File: config.mk
export PLATFORM = sky130hd
export DESIGN_NAME = apb_master_nslv
export DESIGN_NICKNAME = d
export VERILOG_FILES = /design/src/rtl/apb_master_nslv.sv
export SDC_FILE = /design/constraint.sdc
export NUM_CORES = 1
export LEC_CHECK = 0
export BUFFER_PORTS_ARGS = -buffer_cell sky130_fd_sc_hd__buf_2
export CAP_MARGIN = 20
export CORE_AREA = 5 5 119 121
export CTS_CLUSTER_DIAMETER = 40
export DETAILED_ROUTE_END_ITERATION = 6
export DIE_AREA = 0 0 124 126
export PLACE_DENSITY = 0.89
export SYNTH_ARGS = -nofsm -noshare
export SYNTH_HDL_FRONTEND = slang
export SYNTH_SLANG_ARGS = --single-unit
File: constraint.sdc
create_clock -name PCLK -period 4.05 [get_ports PCLK]
set_input_delay 0.2025 -clock PCLK [delete_from_list [all_inputs] [get_ports PCLK]]
set_output_delay 0.2025 -clock PCLK [all_outputs]
set_load 0.05 [all_outputs]
File: src/rtl/apb_master_nslv.sv
// APB master bridging a valid/ready command port onto NSLV APB slaves.
// Slave select comes from the top address bits; optional ACCESS-phase timeout.
module apb_master_nslv #(
  parameter int ADDR_W  = 32,
  parameter int DATA_W  = 32,
  parameter int NSLV    = 4,
  parameter int TIMEOUT = 16
) (
  input  logic                   PCLK,
  input  logic                   PRESET,
  input  logic                   cmd_valid,
  output logic                   cmd_ready,
  input  logic                   cmd_write,
  input  logic [ADDR_W-1:0]      cmd_addr,
  input  logic [DATA_W-1:0]      cmd_wdata,
  input  logic [DATA_W/8-1:0]    cmd_strb,
  output logic                   rsp_valid,
  output logic [DATA_W-1:0]      rsp_rdata,
  output logic                   rsp_err,
  output logic [NSLV-1:0]        PSEL,
  output logic                   PENABLE,
  output logic [ADDR_W-1:0]      PADDR,
  output logic                   PWRITE,
  output logic [DATA_W-1:0]      PWDATA,
  output logic [DATA_W/8-1:0]    PSTRB,
  input  logic [NSLV*DATA_W-1:0] PRDATA,
  input  logic [NSLV-1:0]        PREADY,
  input  logic [NSLV-1:0]        PSLVERR
);

  localparam int SW = (NSLV > 1) ? $clog2(NSLV) : 1;
  localparam int CW = (TIMEOUT > 0) ? $clog2(TIMEOUT + 1) : 1;

  typedef enum logic [1:0] {IDLE = 2'd0, SETUP = 2'd1, ACCESS = 2'd2} state_t;

  state_t        state, state_n;
  logic [SW-1:0] idx, idx_in;
  logic [CW-1:0] wcnt;
  logic          hs, done, abort, sel_rdy;

  generate
    if (NSLV == 1) begin : g_one
      assign idx_in = '0;
    end else begin : g_many
      assign idx_in = cmd_addr[ADDR_W-1 -: SW];
    end
  endgenerate

  assign hs      = cmd_valid && cmd_ready;
  assign sel_rdy = PREADY[idx];

  always_ff @(posedge PCLK or posedge PRESET) begin
    if (PRESET) state <= IDLE;
    else        state <= state_n;
  end

  // A ready slave wins over the timeout on the same edge.
  always_comb begin
    state_n = state;
    done    = 1'b0;
    abort   = 1'b0;
    case (state)
      IDLE:   if (hs) state_n = SETUP;
      SETUP:  state_n = ACCESS;
      ACCESS: begin
        if (sel_rdy) begin
          done    = 1'b1;
          state_n = IDLE;
        end else if (TIMEOUT > 0 && wcnt == CW'(TIMEOUT)) begin
          abort   = 1'b1;
          state_n = IDLE;
        end
      end
      default: state_n = IDLE;
    endcase
  end

  always_ff @(posedge PCLK or posedge PRESET) begin
    if (PRESET) begin
      cmd_ready <= 1'b0;
      rsp_valid <= 1'b0;
      rsp_rdata <= '0;
      rsp_err   <= 1'b0;
      PSEL      <= '0;
      PENABLE   <= 1'b0;
      PADDR     <= '0;
      PWRITE    <= 1'b0;
      PWDATA    <= '0;
      PSTRB     <= '0;
      idx       <= '0;
      wcnt      <= '0;
    end else begin
      cmd_ready <= (state_n == IDLE);
      rsp_valid <= done || abort;
      if (hs) begin
        idx    <= idx_in;
        PSEL   <= NSLV'(1) << idx_in;
        PADDR  <= cmd_addr;
        PWRITE <= cmd_write;
        PWDATA <= cmd_write ? cmd_wdata : '0;
        PSTRB  <= cmd_write ? cmd_strb  : '0;
        wcnt   <= '0;
      end
      if (state == SETUP) PENABLE <= 1'b1;
      if (state == ACCESS && !sel_rdy) wcnt <= wcnt + CW'(1);
      if (done || abort) begin
        PSEL      <= '0;
        PENABLE   <= 1'b0;
        rsp_err   <= abort || PSLVERR[idx];
        rsp_rdata <= (done && !PWRITE) ? PRDATA[idx*DATA_W +: DATA_W] : '0;
      end
    end
  end

endmodule

# After elaboration in Yosys (flattened, before gate mapping)
# Cells that the tools add are included.
# totals
ram_bits	0
register_bits	118
out_inout_bits	109
n_memories	0
elab_cells	54
latchBits	0
rom_bits	0
# op_classes
n_eq_ne	3
n_mul	0
div	0
shifts	2
reduce_logical	12
order_cmp	1
addsub	1
bitwise	0
muxes	22
# ops
operator	count
128-bit by 8-bit variable part select with 32-bit output	1
32-bit 2-to-1 mux	2
4-bit 2-to-1 mux	3
5-bit 2-to-1 mux	2
1-bit 2-to-1 mux	9
2-bit 2-to-1 mux	3
2-bit case mux with 3 select lines	1
2-bit nonzero test	3
5-bit by 1-bit adder with 5-bit output (second input constant)	1
5-bit equality test (second input constant)	1
1-bit binary-select mux with 2-bit select	2
2-bit zero test	2
1-bit by 2-bit << shifter with 4-bit output (first input constant)	1
1-bit logical AND	3
2-bit by 3-bit less-than comparator with 1-bit output (second input constant)	1
2-bit by 1-bit equality test with 1-bit output (second input constant)	1
2-bit equality test (second input constant)	1
1-bit zero test	2
1-bit logical OR	2

# Longest topological paths before layout
# Gate-level depths: netlist of the first run.
# depth
word_depth	6
depth_mapped	6
ltp_nobuf	6

# Worst setup path after synthesis of the first run
# No wires, ideal clock.
# synth_path
path_type	reg-to-reg
from	reg, netlist name PADDR[30]
to	reg rsp_err
path_slack_ps	1970
arrival_time_ps	1958
stages_incl_launch_ff	6
n_path_buf	1
synth_period_minus_slack_ps	2080
setup_time_ps	121
cell_sequence	dfrtp_1 > buf_6 > mux4_2 > o21ai_4 > inv_2 > o22a_1
# synth_rtl
element	line_no	text
end signal: assignment	109	rsp_err <= abort || PSLVERR[idx];
end: declaration	19	output logic rsp_err,

==> results of run 1 <==
-- flip-flops by register name (all words and copies together), names as in the netlist --
signal     count
state          2
PSTRB          4
rsp_valid      1
wcnt           5
PSEL           4
rsp_err        1
PADDR         32
rsp_rdata     32
PENABLE        1
PWRITE         1
cmd_ready      1
PWDATA        32
-- power by group through the flow --
| stage | logic, uW | registers, uW | clock network [uW] |
|---|---|---|---|
| finish | 3600 | 1910 | 1520 |
| global route | 3780 | 1960 | 1610 |
| CTS | 3610 | 1910 | 1550 |
| detailed placement | 3590 | 1910 | 0 |
| global placement | 3530 | 1900 | 0 |
| floorplan | 1150 | 3460 | 0 |
-- through the flow --
stage               std cells  power [uW]  hold WS [ns]  setup slack [ns]  util [%]
detailed placement        938        5490         0.396              1.80      53.6
global placement          938        5430         0.391              1.79      53.6
global route             1002        7350        0.0114              1.70      60.8
finish                   1002        7030        0.0116              1.78      60.8
floorplan                 474        4610         0.308             0.775         -
CTS                       999        7070       0.00667              1.80      60.5
-- per-layer routing --
layer,vias to the layer above,global-route usage (%)
met5,-,0
met2,280,41.3
li1,2316,-
met3,48,7.13
met4,0,10.4
met1,2408,24.1
-- cells in the final DEF, fill, tap and decap left out, types with 2 or more instances in the layout --
cell	instances
nand3b_1	2
mux4_2	34
buf_4	6
ha_1	2
dlygate4sd3_1	30
buf_2	316
clkbuf_1	4
nor2_1	2
clkinv_2	2
bufinv_16	3
a22o_1	34
nand2_1	177
nor3_1	2
xnor2_1	2
clkbuf_8	3
a21oi_1	6
clkinvlp_4	2
nand3_1	39
dfrtp_1	115
inv_1	5
clkbuf_16	17
nand2b_1	2
-- worst min path at each step --
| stage | startpoint | to | cells after the start |
|---|---|---|---|
| after floorplan | cmd_addr[0] | PADDR[0]$_DFFE_PP0P_ | 2 |
| after global placement | cmd_addr[8] | PADDR[8]$_DFFE_PP0P_ | 3 |
| after detailed placement | cmd_addr[2] | PADDR[2]$_DFFE_PP0P_ | 3 |
| after CTS | cmd_addr[0] | PADDR[0]$_DFFE_PP0P_ | 3 |
| after global routing | cmd_strb[2] | PSTRB[2]$_DFFE_PP0P_ | 3 |
| final | cmd_addr[0] | PADDR[0]$_DFFE_PP0P_ | 3 |
-- cells by family (layout without fill, tap and decap cells) --
kind of cell    count (synthesis)  after routing
compound gates                 45             45
xor+xnor                        2              2
fa+ha+maj                       2              2
buf+inv                        41            392
flops                         116            116
mux                            36             36
other cells                     0              1
simple gates                  232            232
-- worst max-delay path, delay by kind of cell, from the launching register on --
kind / cells / cell delay [ns]
muxes: 1 / 0.61
DFF: 1 / 0.37
buffers and inverters: 1 / 0.19
AOI/OAI and AO/OA: 2 / 0.97
-- area by class of cell --
class | instances | area (sq um) | area share, %
diodes | 1 | 2.50 | 0.0317
clock buffers | 24 | 482 | 6.10
clock inverters | 8 | 124 | 1.57
inverters | 7 | 28.8 | 0.364
multi-input cells | 317 | 2180 | 27.6
flip-flops and latches | 116 | 2900 | 36.8
well taps | 176 | 220 | 2.79
repair buffers | 353 | 1950 | 24.8
==> qor.csv, run 1 <==
metric;value;unit
Comb pwr share;51.2;%
syn nets;684;
drt via density;5.04;
count of final hold-check violations;0;
antenna violations before repair;1;
initial core utilization;40.8;%
crit-path max FO;33;
H-tree level count;4;
Max-slew headroom;35.1;%
Root Buffer;clkbuf_16;
GRT Util Overall;22.9;%
P_int;3650;uW
post-synth top area share;54.9;%
CTS Sinks;116;
worst path cell trace;mux4_2, o21ai_4, inv_2, o22a_1;
min Tclk post-route;2.27;ns
Pre-Repair DR Iteration Count;4;
simple-gate share of the synthesized area;18.3;%
portion of total power attributed to sequential cells;27.2;%
Crit path required time;4.34;ns
#FFs+latches synth;116;
reg-to-reg slack, setup;1.78;ns
fmax;440;MHz
Metal-1 WL;6290;microns
Setup Total Neg Slack;0;ns
Placed Area;0.00696;sq mm
post-CTS setup buffer count;0;
reg2reg end;rsp_err$_DFFE_PP0N_;
cell row count;42;
Worst EP arrival;2.56;ns
Die X;124;microns
Synth Area in Compound Gates;7.12;%
Clk Latency, worst-skew pair;0.41;ns
die footprint;0.0156;sq mm
most instantiated cells after synthesis;nand2_1 (178), dfrtp_1 (116), nand3_1 (39), a22o_1 (34), mux4_2 (34);
final instance area;0.00790;sq mm
pwr dens;890;mW/mm^2
met3 routed WL;1810;microns
drt drc;0;
final estimated routing congestion in global placement;0.841;
mean post-synth cell area;11.2;sq um
TritonCTS Buffers;17;
Startpoint Class;flip-flop;
synth warn;0;
unrepaired setup endpoints after global routing;false;
Critical Path End Type;flip-flop;
NetSw;3380;uW
layout cells sized above 1;47.6;%
Layout area overhead;49.2;%
Lkg Pwr;0.00429;uW
Slew @ Worst Pin;0.973;ns
Crit Path Category;flip-flop to flip-flop;
cell with the most instances after synthesis;nand2_1;
Peak VDD IR;495;uV
number of synthesized flops with an enable pin;0;
CTS Buffer Depth;2;
input/output buffers;316;
final setup vio count;0;
CORE AREA;0.0130;sq mm
Synth cell types;31;
Max Cap Viol;0;
worst r2r path cells;4;
grt total ovfl;0;
Clock Pin Slew Worst Setup and Hold Paths;0.05;ns
main combinational cell family by area after synthesis;simple AND/OR/NAND/NOR gates;
# fillers;1043;
Critical Path Max Stage Delay;0.73;ns
ranking of synthesized cells by area;dfrtp_1 (55%), mux4_2 (14%), nand2_1 (13%), a22o_1 (5.6%), nand3_1 (3.7%);
cts hold-fix bufs;29;
switching share of total power;48.0;%
synthesized area;0.00529;sq mm
max layer used;met4;
Critical Path Sink;rsp_err$_DFFE_PP0N_;
register area share after synthesis;54.9;%
power share of the clock group;21.6;%
Die Y-Extent;126;microns
worst hold path type;input port to flip-flop;
Post-DP HPWL;13600;microns
IO Count;317;
antenna viol nets, final;0;
first-pass GRT wire length;27200;microns
PostCTS Resize Cnt;0;
Detailed Route WL;18500;microns
Synth Area in Adders;0.473;%
CP startpoint;PADDR[30]$_DFFE_PP0P_;
crit share post-route;56.1;%
Synth async-reset ratio;100;%
status;completed;
Crit-path slowest cell;o21ai_4;
synthesized netlist cell count;474;
nets;1022;
met2 wire len;9690;microns
largest net degree at the start of global routing;83;
multiplexer share of the synthesized area;14.9;%
Slew Limit Fails;0;
mean routed wirelength per cell;18.5;microns
routed via count;5052;
CTS tree;done;
Primary FF master, synth;dfrtp_1;
largest area contributor in the netlist;dfrtp_1;
worst-case clock skew;0.00859;ns
First DRT Iteration DRCs;254;
vias in the first global route;5362;
R2R Path Start;PADDR[30]$_DFFE_PP0P_;
xor and xnor area share after synthesis;0.331;%
No activity file was read; power rests on OpenSTA's default activity.
==> run 2, diff against run 1 <==
==> constraint.sdc (replaced) <==
create_clock -name PCLK -period 2.36 [get_ports PCLK]
set_input_delay 0.118 -clock PCLK [delete_from_list [all_inputs] [get_ports PCLK]]
set_output_delay 0.118 -clock PCLK [all_outputs]
set_load 0.05 [all_outputs]
==> run 2 against run 1 <==
  * Clock power grew 74%
  * Cell count grew 4.3%
  * Sequential share of layout area decreased by 2.0 points
  * Largest cell class unchanged
  * Largest power group unchanged
==> qor.csv, run 2 (synthesis results as in run 1) <==
metric;value;unit;change
Max-slew headroom;56.0;%;+21 points
setup slack after layout;0.356;ns;-1.42 ns
Worst EP arrival;2.35;ns;-0.21 ns
hold path depth;3;;unchanged
nets;1063;;+4.0%
Crit path required time;2.71;ns;-1.63 ns
antenna viol nets, final;0;;unchanged
commonest non-fill, non-tap cells in the layout;buf_2 (316), nand2_1 (177), dfrtp_1 (115);;
reg-to-reg slack, setup;0.36;ns;-1.42 ns
pwr dens;1470;mW/mm^2;+65%
min Tclk post-route;2.00;ns;-0.267 ns
hold path start;cmd_addr[31];;
Max Cap Viol;0;;unchanged
dpl cells;941;;+0.32%
crit-path max FO;53;;+61%
CTS Buffer Depth;2;;unchanged
vias in the first global route;5767;;+7.6%
final setup vio count;0;;unchanged
busiest grt layer;met2;;
met3 usage;10.2;%;+3.1 points
Pre-Repair DR Iteration Count;4;;unchanged
Non-Filler Instances;1045;;+4.3%
IO Count;317;;unchanged
First DRT Iteration DRCs;544;;+110%
mean routed wirelength per cell;19.8;microns;+7.0%
Critical Path End Type;flip-flop;;
GRT Util Overall;26.3;%;+3.4 points
Slew Limit Fails;0;;unchanged
grt total ovfl;0;;unchanged
Root Buffer;clkbuf_16;;
CTS tree;done;;
cell row count;42;;unchanged
worst-case clock skew;0.00907;ns;+0.000478 ns
commonest non-fill, non-tap cell in the layout;buf_2;;
worst r2r path cells;5;;+1
routed via count;5418;;+7.2%
die footprint;0.0156;sq mm;unchanged
Clk Latency, worst-skew pair;0.42;ns;about the same
CORE AREA;0.0130;sq mm;unchanged
fmax;499;MHz;+13%
post-CTS setup buffer count;0;;unchanged
R2R Path Start;cmd_ready$_DFF_PP0_;;
count of final hold-check violations;0;;unchanged
H-tree level count;4;;unchanged
worst hold path type;input port to flip-flop;;
PostCTS Resize Cnt;0;;unchanged
drt via density;5.18;;+2.8%
final estimated routing congestion in global placement;0.852;;+1.3%
Startpoint Class;flip-flop;;
reg2reg end;PSEL[3]$_DFFE_PP0P_;;
drt drc;0;;unchanged
top flop regs;PADDR x32, PWDATA x32, rsp_rdata x32;;
TritonCTS Buffers;17;;unchanged
worst path cell trace;and2_2, buf_12, nand3_1, dlygate4sd3_1, a21oi_1;;
Lkg Pwr;0.00447;uW;+4.2%
crit share post-route;84.9;%;+29 points
input/output buffers;316;;unchanged
# fillers;988;;-5.3%
Slew @ Worst Pin;0.652;ns;-0.322 ns
grt met2 use;42.2;%;+0.89 points
final instance area;0.00835;sq mm;+5.7%
Crit-path slowest cell;dlygate4sd3_1;;
Placed Area;0.00704;sq mm;+1.2%
status;completed;;
antenna violations before repair;4;;+3
Setup WS pre-CTS;0.368;ns;-1.44 ns
first-pass GRT wire length;30900;microns;+13%
unrepaired setup endpoints after global routing;false;;
Setup Total Neg Slack;0;ns;unchanged
initial core utilization;40.8;%;unchanged
Die X;124;microns;unchanged
Die Y-Extent;126;microns;unchanged
Detailed Route WL;20700;microns;+12%
largest net degree at the start of global routing;56;;-33%
layout cells sized above 1;46.0;%;-1.6 points
Crit Path Category;flip-flop to flip-flop;;
grt met1 use;28.2;%;+4.1 points
Endpoint, Worst Hold;PSEL[2]$_DFFE_PP0P_;;
Critical Path Max Stage Delay;0.56;ns;-0.17 ns
CTS Sinks;116;;unchanged
Layout area overhead;57.8;%;
Clock Pin Slew Worst Setup and Hold Paths;0.06;ns;about the same
Peak VDD IR;1040;uV;+110%
Post-DP HPWL;13900;microns;+1.8%
## run 2: layer usage
metal  up-vias  part of all wire, %
li1       2404                    -
met1      2572                   34
met2       357                   49
met3        85                   11
met4         0                  6.0
met5         -                    0
## run 2: power breakdown
part / switching, uW / total [uW] / internal, uW
clock: 942 / 2650 / 1710
sequential: 507 / 3300 / 2790
combinational: 4510 / 6330 / 1820
total: 5960 / 12300 / 6320
## run 2: final cells by class
class / instances / area, sq um / area share (%)
Inverter: 7 / 30.0 / 0.360
Clock buffer: 19 / 453 / 5.42
Multi-Input combinational cell: 317 / 2180 / 26.1
Antenna cell: 4 / 10.0 / 0.120
Sequential cell: 116 / 2900 / 34.8
Clock inverter: 12 / 154 / 1.84
Timing Repair Buffer: 394 / 2400 / 28.7
Tap cell: 176 / 220 / 2.64
## run 2: through the flow
| step | total power (uW) | utilization, % | hold slack (ns) |
|---|---|---|---|
| 2_1_floorplan | 7920 | - | 0.223 |
| 3_3_place_gp | 9320 | 54.0 | 0.239 |
| 3_5_place_dp | 9500 | 54.3 | 0.246 |
| 4_1_cts | 12300 | 64.2 | 0.00520 |
| 5_1_grt | 12800 | 64.3 | 0.00128 |
| 6_report | 12300 | 64.3 | 0.0238 |
## run 2: worst max path at each step
stage                                     start                         to  cells past startpoint
after CTS                   wcnt[0]$_DFFE_PP0P_  rsp_rdata[20]$_DFFE_PP0N_                      6
after detailed placement    wcnt[0]$_DFFE_PP0P_  rsp_rdata[12]$_DFFE_PP0N_                      6
after floorplan           PADDR[30]$_DFFE_PP0P_        rsp_err$_DFFE_PP0N_                      5
final                       cmd_ready$_DFF_PP0_        PSEL[3]$_DFFE_PP0P_                      5
after global placement    PADDR[30]$_DFFE_PP0P_  rsp_rdata[16]$_DFFE_PP0N_                      3
after global routing        cmd_ready$_DFF_PP0_        PSEL[3]$_DFFE_PP0P_                      5
## run 2: worst max-delay path: cells and delay by family, from the launching register on
family,cells,cell delay [ns]
simple gates,2,0.52
compound gates,1,0.14
buf+inv,2,0.85
flops,1,0.37
## run 2: repair_timing
item	4_1_cts	5_1_grt
endpoints found under the setup margin	0	0
hold buffers	69	0
endpoints found under the hold margin	93	0
==> run 3, diff against run 2 <==
==> constraint.sdc (replaced) <==
create_clock -name PCLK -period 2 [get_ports PCLK]
set_input_delay 0.1 -clock PCLK [delete_from_list [all_inputs] [get_ports PCLK]]
set_output_delay 0.1 -clock PCLK [all_outputs]
set_load 0.05 [all_outputs]
==> run 3 against run 2 <==
  * Total power grew 18%
  * Die area stayed put
  * Fmax is 12% higher
  * Combinational power is 19% higher
  * Cell count is 0.38% higher
  * Hold slack gained 0.12 ns
  * Via count increased by 0.52%
  * Non-clock buffer count is 2 higher
  * Routed wire length decreased by 2.0%
  * Critical path depth decreased by 1
  * Sequential share of layout area is essentially flat
  * Final area up 0.12%
  * Critical path type unchanged
  * Highest routed layer unchanged
==> qor.csv, run 3 (synthesis results as in run 1) <==
metric;value;unit;change
CORE AREA;0.0130;sq mm;unchanged
unrepaired setup endpoints after global routing;false;;
Die X;124;microns;unchanged
largest net degree at the start of global routing;73;;+30%
hold path depth;3;;unchanged
Crit Path Category;flip-flop to flip-flop;;
Layout area overhead;58.0;%;
commonest non-fill, non-tap cells in the layout;buf_2 (316), nand2_1 (177), dfrtp_1 (115);;
Post-DP HPWL;13800;microns;-0.83%
TritonCTS Buffers;17;;unchanged
top flop regs;PADDR x32, PWDATA x32, rsp_rdata x32;;
grt total ovfl;0;;unchanged
fmax;560;MHz;+12%
final setup vio count;0;;unchanged
CTS tree;done;;
Clk Latency, worst-skew pair;0.41;ns;about the same
antenna violations before repair;5;;+1
final instance area;0.00836;sq mm;+0.12%
power share of the clock group;21.0;%;-0.6 points
min Tclk post-route;1.79;ns;-0.217 ns
Detailed Route WL;20200;microns;-2.0%
hold path start;PRDATA[91];;
worst hold path type;input port to flip-flop;;
layout cells sized above 1;46.1;%;+0.071 points
Peak VDD IR;964;uV;-7.6%
first-pass GRT wire length;30800;microns;-0.18%
Pre-Repair DR Iteration Count;5;;+1
post-CTS setup buffer count;0;;unchanged
Max Cap Viol;0;;unchanged
Startpoint Class;flip-flop;;
reg-to-reg slack, setup;0.21;ns;-0.14 ns
crit share post-route;89.3;%;+4.5 points
drt drc;0;;unchanged
Root Buffer;clkbuf_16;;
Comb pwr share;52.0;%;+0.4 points
antenna viol nets, final;0;;unchanged
R2R Path Start;PADDR[30]$_DFFE_PP0P_;;
worst r2r path cells;4;;-1
Max-slew headroom;54.3;%;-1.7 points
die footprint;0.0156;sq mm;unchanged
Crit path required time;2.28;ns;-0.43 ns
routed via count;5446;;+0.52%
reg2reg end;rsp_err$_DFFE_PP0N_;;
mean routed wirelength per cell;19.3;microns;-2.4%
P_int;7370;uW;+17%
Setup Total Neg Slack;0;ns;unchanged
Clock Pin Slew Worst Setup and Hold Paths;0.06;ns;about the same
status;completed;;
cell row count;42;;unchanged
switching share of total power;49.0;%;+0.52 points
commonest non-fill, non-tap cell in the layout;buf_2;;
Slew @ Worst Pin;0.685;ns;+0.0337 ns
Lkg Pwr;0.00447;uW;about the same
CTS Buffer Depth;2;;unchanged
cts hold-fix bufs;69;;unchanged
nets;1065;;+0.19%
Critical Path End Type;flip-flop;;
GRT Util Overall;25.8;%;-0.47 points
NetSw;7090;uW;+19%
H-tree level count;4;;unchanged
Worst EP arrival;2.07;ns;-0.28 ns
CP startpoint;PADDR[30]$_DFFE_PP0P_;;
pwr dens;1730;mW/mm^2;+18%
Slew Limit Fails;0;;unchanged
drt via density;5.19;;+0.13%
First DRT Iteration DRCs;390;;-28%
Placed Area;0.00706;sq mm;+0.28%
CTS Sinks;116;;unchanged
count of final hold-check violations;0;;unchanged
worst-case clock skew;0.0179;ns;+0.00879 ns
portion of total power attributed to sequential cells;27.0;%;about the same
input/output buffers;316;;unchanged
IO Count;317;;unchanged
PostCTS Resize Cnt;0;;unchanged
Die Y-Extent;126;microns;unchanged
final estimated routing congestion in global placement;0.858;;+0.73%
crit-path max FO;8;;-85%
initial core utilization;40.8;%;unchanged
Endpoint, Worst Hold;rsp_rdata[27]$_DFFE_PP0N_;;
vias in the first global route;5857;;+1.6%
==> run 3: per-layer routing <==
metal	vias up	wire, microns	track usage (%)
li1	2411	-	-
met1	2591	6760	28.1
met2	370	10200	42.9
met3	74	1960	6.73
met4	0	1260	19.0
met5	-	0	0
==> run 3: power by group through the flow <==
stage / logic, uW / clock network, uW / registers, uW
after floorplan: 2330 / 0 / 7010
after global placement: 7230 / 0 / 3880
after detailed placement: 7380 / 0 / 3880
after CTS: 7490 / 3080 / 3890
after global routing: 7900 / 3200 / 4020
final: 7520 / 3040 / 3900
==> run 3: cell type report <==
type                            instances  area [sq um]
Timing Repair Buffer                  396          2420
Clock inverter                         13           151
Inverter                                7          30.0
Tap cell                              176           220
Sequential cell                       116          2900
Fill cell                             974          4620
Antenna cell                            5          12.5
Multi-Input combinational cell        317          2180
Clock buffer                           19           443
==> run 3: worst max path at each step <==
| stage | endpoint | slack [ns] | cells past startpoint |
|---|---|---|---|
| floorplan | rsp_err$_DFFE_PP0N_ | 0.06 | 5 |
| finish | rsp_err$_DFFE_PP0N_ | 0.21 | 4 |
| CTS | rsp_err$_DFFE_PP0N_ | 0.21 | 4 |
| global route | rsp_err$_DFFE_PP0N_ | 0.15 | 4 |
| detailed placement | rsp_err$_DFFE_PP0N_ | 0.22 | 4 |
| global placement | rsp_err$_DFFE_PP0N_ | 0.27 | 4 |
==> run 3: worst max-delay path, cell delays in order, from the launching register on <==
cell     delay (ns)
dfrtp_2        0.39
mux4_2         0.62
o21ai_4        0.32
inv_2          0.13
o22a_1         0.22
==> run 3: through the flow <==
step	setup slack, ns	total power, uW	utilization (%)	cells	hold WS, ns
global route	0.147	15100	64.4	1049	0.138
finish	0.213	14500	64.4	1049	0.141
CTS	0.206	14500	64.3	1044	0.121
floorplan	0.0599	9340	-	474	0.205
detailed placement	0.223	11300	54.4	943	0.263
global placement	0.272	11100	54.4	943	0.242
